===== src/rtl/matrix_pkg.sv =====
// Shared types and sizes for the LED-matrix framebuffer and its port arbiter.
// Latency: none (declarations only).
// Backpressure: none (declarations only).
package matrix_pkg;

  localparam int PIXEL_WIDTH = 24;
  localparam int ROW_BITS    = 4;
  localparam int COL_BITS    = 6;
  localparam int ADDR_BITS   = 1 + ROW_BITS + COL_BITS;

  typedef logic [PIXEL_WIDTH-1:0]   pixel_t;
  typedef logic [2*PIXEL_WIDTH-1:0] pixel_word_t;
  typedef logic [ADDR_BITS-1:0]     ram_addr_t;
  typedef logic [ROW_BITS-1:0]      row_t;
  typedef logic [COL_BITS-1:0]      col_t;

  // One held host write: where it goes, which half of the word, and the pixel.
  typedef struct packed {
    row_t   row;
    col_t   col;
    logic   half;
    pixel_t data;
  } wr_req_t;

  typedef enum logic {
    SWAP_IDLE    = 1'b0,
    SWAP_PENDING = 1'b1
  } swap_state_t;

  // RAM word address is {bank, row, col}.
  function automatic ram_addr_t make_addr(input logic bank, input row_t row, input col_t col);
    return {bank, row, col};
  endfunction

endpackage


===== src/rtl/fb_write_hold.sv =====
// Depth-1 holding register for host pixel writes.
// Latency: a write accepted in cycle N is presented from cycle N+1 until popped.
// Backpressure: ready only when empty and allowed; a new load is possible the cycle after a pop.
module fb_write_hold
  import matrix_pkg::*;
(
  input  logic    i_clk,
  input  logic    i_reset,
  input  logic    i_allow,
  input  logic    i_wr_vld,
  input  wr_req_t i_wr_dat,
  output logic    o_wr_rdy,
  output logic    o_hold_vld,
  output wr_req_t o_hold_dat,
  input  logic    i_pop
);

  logic    r_full;
  wr_req_t r_req;

  assign o_wr_rdy   = !i_reset && !r_full && i_allow;
  assign o_hold_vld = r_full;
  assign o_hold_dat = r_req;

  // Load on handshake, empty when the arbiter issues the write; ready excludes full so both never coincide.
  always_ff @(posedge i_clk) begin
    if (i_reset) begin
      r_full <= 1'b0;
      r_req  <= '0;
    end else if (i_wr_vld && o_wr_rdy) begin
      r_full <= 1'b1;
      r_req  <= i_wr_dat;
    end else if (i_pop) begin
      r_full <= 1'b0;
    end
  end

endmodule


===== src/rtl/framebuffer_arbiter.sv =====
// Shares the single RAM port between scan reads (always served) and host writes to the back bank.
// Latency: scan data 2 cycles after scan_rd_en; a held write issues in the first cycle without scan.
// Backpressure: wr_ready drops while the holding register is full or a bank swap is pending.
module framebuffer_arbiter
  import matrix_pkg::*;
(
  input  logic                  clk_in,
  input  logic                  reset,
  input  logic                  scan_rd_en,
  input  logic [ROW_BITS-1:0]   scan_row,
  input  logic [COL_BITS-1:0]   scan_col,
  output logic [2*PIXEL_WIDTH-1:0] scan_rd_data,
  output logic                  scan_rd_valid,
  input  logic                  frame_sync,
  input  logic                  wr_valid,
  output logic                  wr_ready,
  input  logic [ROW_BITS-1:0]   wr_row,
  input  logic [COL_BITS-1:0]   wr_col,
  input  logic                  wr_half,
  input  logic [PIXEL_WIDTH-1:0] wr_data,
  input  logic                  swap_req,
  output logic                  swap_pending,
  output logic                  swap_done,
  output logic                  front_bank,
  output logic [ADDR_BITS-1:0]  ram_addr,
  output logic                  ram_we,
  output logic [1:0]            ram_be,
  output logic [2*PIXEL_WIDTH-1:0] ram_wdata,
  input  logic [2*PIXEL_WIDTH-1:0] ram_rdata
);

  swap_state_t r_state;
  logic        r_front;
  logic        r_swap_done;
  logic        r_rd_p1;
  logic        r_rd_valid;
  pixel_word_t r_rd_data;

  logic    w_hold_vld;
  wr_req_t w_hold_dat;
  wr_req_t w_wr_dat;
  logic    w_issue_wr;

  assign w_wr_dat   = '{row: wr_row, col: wr_col, half: wr_half, data: wr_data};
  // Scan owns the port whenever it asks; the held write only fills idle cycles.
  assign w_issue_wr = !reset && !scan_rd_en && w_hold_vld;

  fb_write_hold u_hold (
    .i_clk      (clk_in),
    .i_reset    (reset),
    .i_allow    (r_state == SWAP_IDLE),
    .i_wr_vld   (wr_valid),
    .i_wr_dat   (w_wr_dat),
    .o_wr_rdy   (wr_ready),
    .o_hold_vld (w_hold_vld),
    .o_hold_dat (w_hold_dat),
    .i_pop      (w_issue_wr)
  );

  // Per-cycle port decision: scan read from the front bank, else the held write to the back bank.
  always_comb begin
    ram_addr = make_addr(r_front, scan_row, scan_col);
    ram_we   = 1'b0;
    ram_be   = 2'b00;
    if (w_issue_wr) begin
      ram_addr = make_addr(~r_front, w_hold_dat.row, w_hold_dat.col);
      ram_we   = 1'b1;
      ram_be   = w_hold_dat.half ? 2'b10 : 2'b01;
    end
  end

  assign ram_wdata = {w_hold_dat.data, w_hold_dat.data};

  // Scan return path: RAM answers one cycle after the address, then one register stage.
  always_ff @(posedge clk_in) begin
    if (reset) begin
      r_rd_p1    <= 1'b0;
      r_rd_valid <= 1'b0;
      r_rd_data  <= '0;
    end else begin
      r_rd_p1    <= scan_rd_en;
      r_rd_valid <= r_rd_p1;
      if (r_rd_p1) begin
        r_rd_data <= ram_rdata;
      end
    end
  end

  // Swap FSM: a request waits for a frame boundary with no write still held, so no frame is torn.
  always_ff @(posedge clk_in) begin
    if (reset) begin
      r_state     <= SWAP_IDLE;
      r_front     <= 1'b0;
      r_swap_done <= 1'b0;
    end else begin
      r_swap_done <= 1'b0;
      case (r_state)
        SWAP_IDLE: begin
          if (swap_req) begin
            r_state <= SWAP_PENDING;
          end
        end
        SWAP_PENDING: begin
          if (frame_sync && !w_hold_vld) begin
            r_state     <= SWAP_IDLE;
            r_front     <= ~r_front;
            r_swap_done <= 1'b1;
          end
        end
        default: r_state <= SWAP_IDLE;
      endcase
    end
  end

  assign scan_rd_data  = r_rd_data;
  assign scan_rd_valid = r_rd_valid;
  assign swap_pending  = (r_state == SWAP_PENDING);
  assign swap_done     = r_swap_done;
  assign front_bank    = r_front;

endmodule

===== config.mk =====
export PLATFORM = sky130hd
export DESIGN_NAME = framebuffer_arbiter
export DESIGN_NICKNAME = d
export VERILOG_FILES = /design/src/rtl/matrix_pkg.sv /design/src/rtl/fb_write_hold.sv /design/src/rtl/framebuffer_arbiter.sv
export SDC_FILE = /design/constraint.sdc
export NUM_CORES = 1
export LEC_CHECK = 0
export ABC_AREA = 0
export ABC_CLOCK_PERIOD_IN_PS = 3880
export CORE_MARGIN = 3
export CORE_UTILIZATION = 45
export CTS_CLUSTER_SIZE = 28
export DETAILED_ROUTE_END_ITERATION = 10
export DONT_BUFFER_PORTS = 1
export PLACE_DENSITY = 0.67
export SLEW_MARGIN = 20
export SYNTH_ARGS = -nofsm -noshare
export SYNTH_HDL_FRONTEND = slang
export SYNTH_HIERARCHICAL = 1
export SYNTH_SLANG_ARGS = --single-unit

===== constraint.sdc =====
create_clock -name clk_in -period 3.88 [get_ports clk_in]
set_clock_uncertainty 0.2 [all_clocks]
set_input_delay 0.194 -clock clk_in [delete_from_list [all_inputs] [get_ports clk_in]]
set_output_delay 0.194 -clock clk_in [all_outputs]
set_load 0.01 [all_outputs]

# Yosys cells after proc, flatten, opt, wreduce, memory -nomap -nowiden

Cells that the tools add are included.

Input port bits: 99
Flip-flop bits (word level): 89
Output and inout port bits: 115

Bitwise operators: 2
Multiplexer cells: 10
Reduce and logical (&&, ||, !) cells: 12

Operator list:

| cell                               | number |
|---|---|
| 2-to-1 mux 11 bit                  | 1 |
| logical AND 1 bit                  | 6 |
| 2-to-1 mux 1 bit                   | 6 |
| 2-to-1 mux 2 bit                   | 2 |
| logical NOT 1 bit                  | 3 |
| inverter 1 bit                     | 2 |
| one-hot mux 1 bit (2 select lines) | 1 |
| AND reduction 2 bit                | 1 |
| nonzero test 2 bit                 | 1 |
| OR reduction 2 bit                 | 1 |

# Longest topological paths before layout

Depth after elaboration: 5
Gate-level depth with buffers: 5
Gate-level depth less buffers: 3

# Cells and area by module

Netlist, hierarchy kept.

Modules (own cells, without submodules):

| module              | instances | area an instance (sq um) | cells each | sequential area each (sq um) |
|---|---|---|---|---|
| framebuffer_arbiter | 1         | 2214.6                   | 210        | 1061.0 |
| fb_write_hold       | 1         | 1644.1                   | 157        | 720.7 |

# Least setup slack after synthesis

Ideal clock, no wire load.

Kind: reg2out
Start: register u_hold.r_full (netlist: u_hold/o_hold_vld)
End: output ram_addr[4]
Arrival time: 1.147 ns
Stages on the path, launching flop included: 4
Setup slack: 2.339 ns
Cells stage by stage: dfxtp_1 -> nor3b_4 -> buf_6 -> mux2_4

Cells in the longest elaborated chain, start to end: 2

RTL lines:

| what                     | RTL line                  | text |
|---|---|---|
| start: declaration       | fb_write_hold.sv:18       | `logic r_full;` |
| start signal: assignment | fb_write_hold.sv:28       | `r_full <= 1'b0;` |
| start signal: assignment | fb_write_hold.sv:31       | `r_full <= 1'b1;` |
| start signal: assignment | fb_write_hold.sv:34       | `r_full <= 1'b0;` |
| logical AND 1 bit        | framebuffer_arbiter.sv:46 | `assign w_issue_wr = !reset && !scan_rd_en && w_hold_vld;` |
| 2-to-1 mux 11 bit        | framebuffer_arbiter.sv:65 | `if (w_issue_wr) begin` |
| end: declaration         | framebuffer_arbiter.sv:25 | `output logic [ADDR_BITS-1:0] ram_addr,` |

No other way between the ends.

# Worst setup path after layout

Start: register u_hold.r_full (netlist: u_hold/o_hold_vld)
End: output ram_addr[3]

The elaborated chain is that of the path after synthesis.

==> flow_summary.toml <==
[clock_network]
cts_buffers = 9
clk_pin_slew_ns = 0.10
cts_tree = "done"
cts.sinks = 89
h-tree-depth = 3
clockBufferDepth = 2
clk_latency_ns = 0.35
root_buffer = "clkbuf_8"
post-cts-setup-buffers = 0

[routing]
drcViolationCount = 0
drt-total-wl_microns = 8957
drt_iter0_markers = 51
wl_per_cell_microns = 17.00
ant_nets = 0
drtPass1Iterations = 4
vias_per_cell = 4.992
vias = 2631

[timing]
worstMarginPinSlew_ns = 1.107
rsz0062_at_grt = "no"
report.final.slew_viol_count = 0
setup_tns_ns = 0
fmax_mhz = 399.1
hold_viol = 0
setup_violations = 0
max_slew_margin_pct = 26.15
min_period_ns = 2.506
period_share_pct = 64.59

[global_route]
top_usage_layer = "met2"
grt_overflow = 0
grt_pass1_vias = 2725
grt_pass1_wl_microns = 13990
gr-usage-met3_pct = 7.785
antenna_found_initial = 0
use_met2_pct = 32.66
grt_max_degree = 126
track_usage_pct = 17.98
met1_usage_pct = 18.59

[finish]
final_common_cell = "dfxtp_1"
layout_common_cells = "dfxtp_1 (88), dlygate4sd3_1 (86), mux2i_1 (83)"
nets = 516
drive_gt1_share_pct = 7.820
n_antenna_cell = 0
seq_area_sq_um = 1783
nFillCells = 663
syn_to_final_growth_pct = 22.34
multi_input_area_sq_um = 1715
fin_util_pct = 57.17

[yosys]
yosysSeqAreaShare_pct = 46.17
avgSynthCellArea_sq_um = 10.51
ys_ff_latch = 89
synth_cell_types = 20
syn-cell-area_sq_um = 3859
ys.warnings.count = 6
syn_nets = 466
netlist_instances = 367

[critical_path]
required_ns = 3.49
r2r_setup_slack_ns = 1.73
criticalPathCategory = "reg -> out"
crit_buf_inv = 0
crit_path_start_kind = "flop"
end_kind = "output pin"
crit_fanout = 15
cp_slowest_cell = "nor3b_4"
cp_top_family = "simple AND/OR/NAND/NOR gates"
cp_cell_sequence = "nor3b_4 > mux2_2"
critical-path-max-stage-delay_ns = 0.92
worstPathArrival_ns = 2.11

[floorplan]
ios = 214
chipHeight_microns = 98.60
start_util_pct = 46.73
rows = 33
core_area_sq_um = 8258
die_x_microns = 98.60
die_area_sq_um = 9722

[power_and_ir_drop]
leakagePower_nw = 1.861
peakVddDrop_v = 0.0001922
power_density_nw_per_um2 = 403.2

[run]
cap_viol_max_count = 0

[placement]
place.gp.congestion = 0.7526
place_hpwl_microns = 5070
port-buffer-count = 0

[min_path]
min_path_type = "in -> reg"

[status]
outcome = "completed"
[synthesized netlist by cell type (all sizes together)]
library cell   n  area [sq um]
and2           1         6.260
and3b          2         17.52
buf           37         314.0
clkbuf        12         45.04
dfxtp         89          1782
inv            1         3.750
mux2          11         146.4
mux2i         83         830.8
nand2b        70         437.9
nor2          50         187.7
nor2b          6         37.54
nor3           1         5.000
nor3b          2         26.28
o21ba          1         10.01
xor2           1         8.760
[kinds of logic (layout without fill, tap and decap cells)]
group / Yosys count / after routing / share of synthesized area (%)
muxes: 94 / 94 / 25.32
and+or+nand+nor: 132 / 132 / 18.61
DFF: 89 / 89 / 46.17
buffers and inverters: 50 / 105 / 9.403
AOI/OAI and AO/OA: 1 / 1 / 0.2594
xor gates and xnor gates: 1 / 1 / 0.2270
[final cells by class]
cell class,count,area share (%)
flip-flops and latches,89,37.77
multi-input cells,228,36.34
repair buffers,88,18.98
well taps,105,2.783
clock buffers,9,2.624
clock inverters,7,1.431
inverters,1,0.07951
[worst reg2reg max path: stages (launching register included)]
cell and delay (ns):
dfxtp_2 0.96, mux2i_1 0.29, nor2_1 0.05, dlygate4sd3_1 0.56
[sequential cells by signal, indices dropped and copies added, names as in the netlist]
register           flops
u_hold/o_hold_vld      1
swap_pending           1
scan_rd_valid          1
scan_rd_data          48
u_hold/o_hold_dat     35
r_rd_p1                1
front_bank             1
swap_done              1
[routing by layer]
metal  routed length, microns  up-vias
li1                         -     1269
met1                     3310     1205
met2                     4659      142
met3                      834       15
met4                      153        0
met5                        0        -
[power by group]
group	switching (mW)	internal, mW	total [mW]
Combinational	0.0963	0.145	0.241
Sequential	0.0825	0.968	1.05
Clock	0.360	0.252	0.612
[path summary, 6_finish.rpt]
| kind | startpoint | end | cells past startpoint |
|---|---|---|---|
| max | u_hold/o_hold_vld | ram_addr[3] | 2 |
| min | reset | scan_rd_data[22] | 2 |
| max reg2reg | r_rd_p1 | scan_rd_data[46] | 3 |
| min reg2reg | u_hold/o_hold_dat[33] | u_hold/o_hold_dat[33] | 2 |
[per-stage QoR]
step                      area [sq um]  hold slack [ns]  instances  power [mW]  setup slack (ns)
after floorplan                   3859           0.1222        367       1.241             2.339
after global placement            3641          0.07636        424       1.215             1.757
after detailed placement          3641          0.07668        424       1.221             1.730
after CTS                         4721          0.01258        527       1.928             1.316
after global routing              4721          0.02383        527       2.001             1.238
final                             4721          0.02305        527       1.903             1.374
[timing repair]
item,4_1_cts,5_1_grt
hold buffers,87,0
gates resized for setup,0,0
endpoints found under the setup margin,0,0
endpoints found under the hold margin,89,0
(Power assumes the default switching activity.)
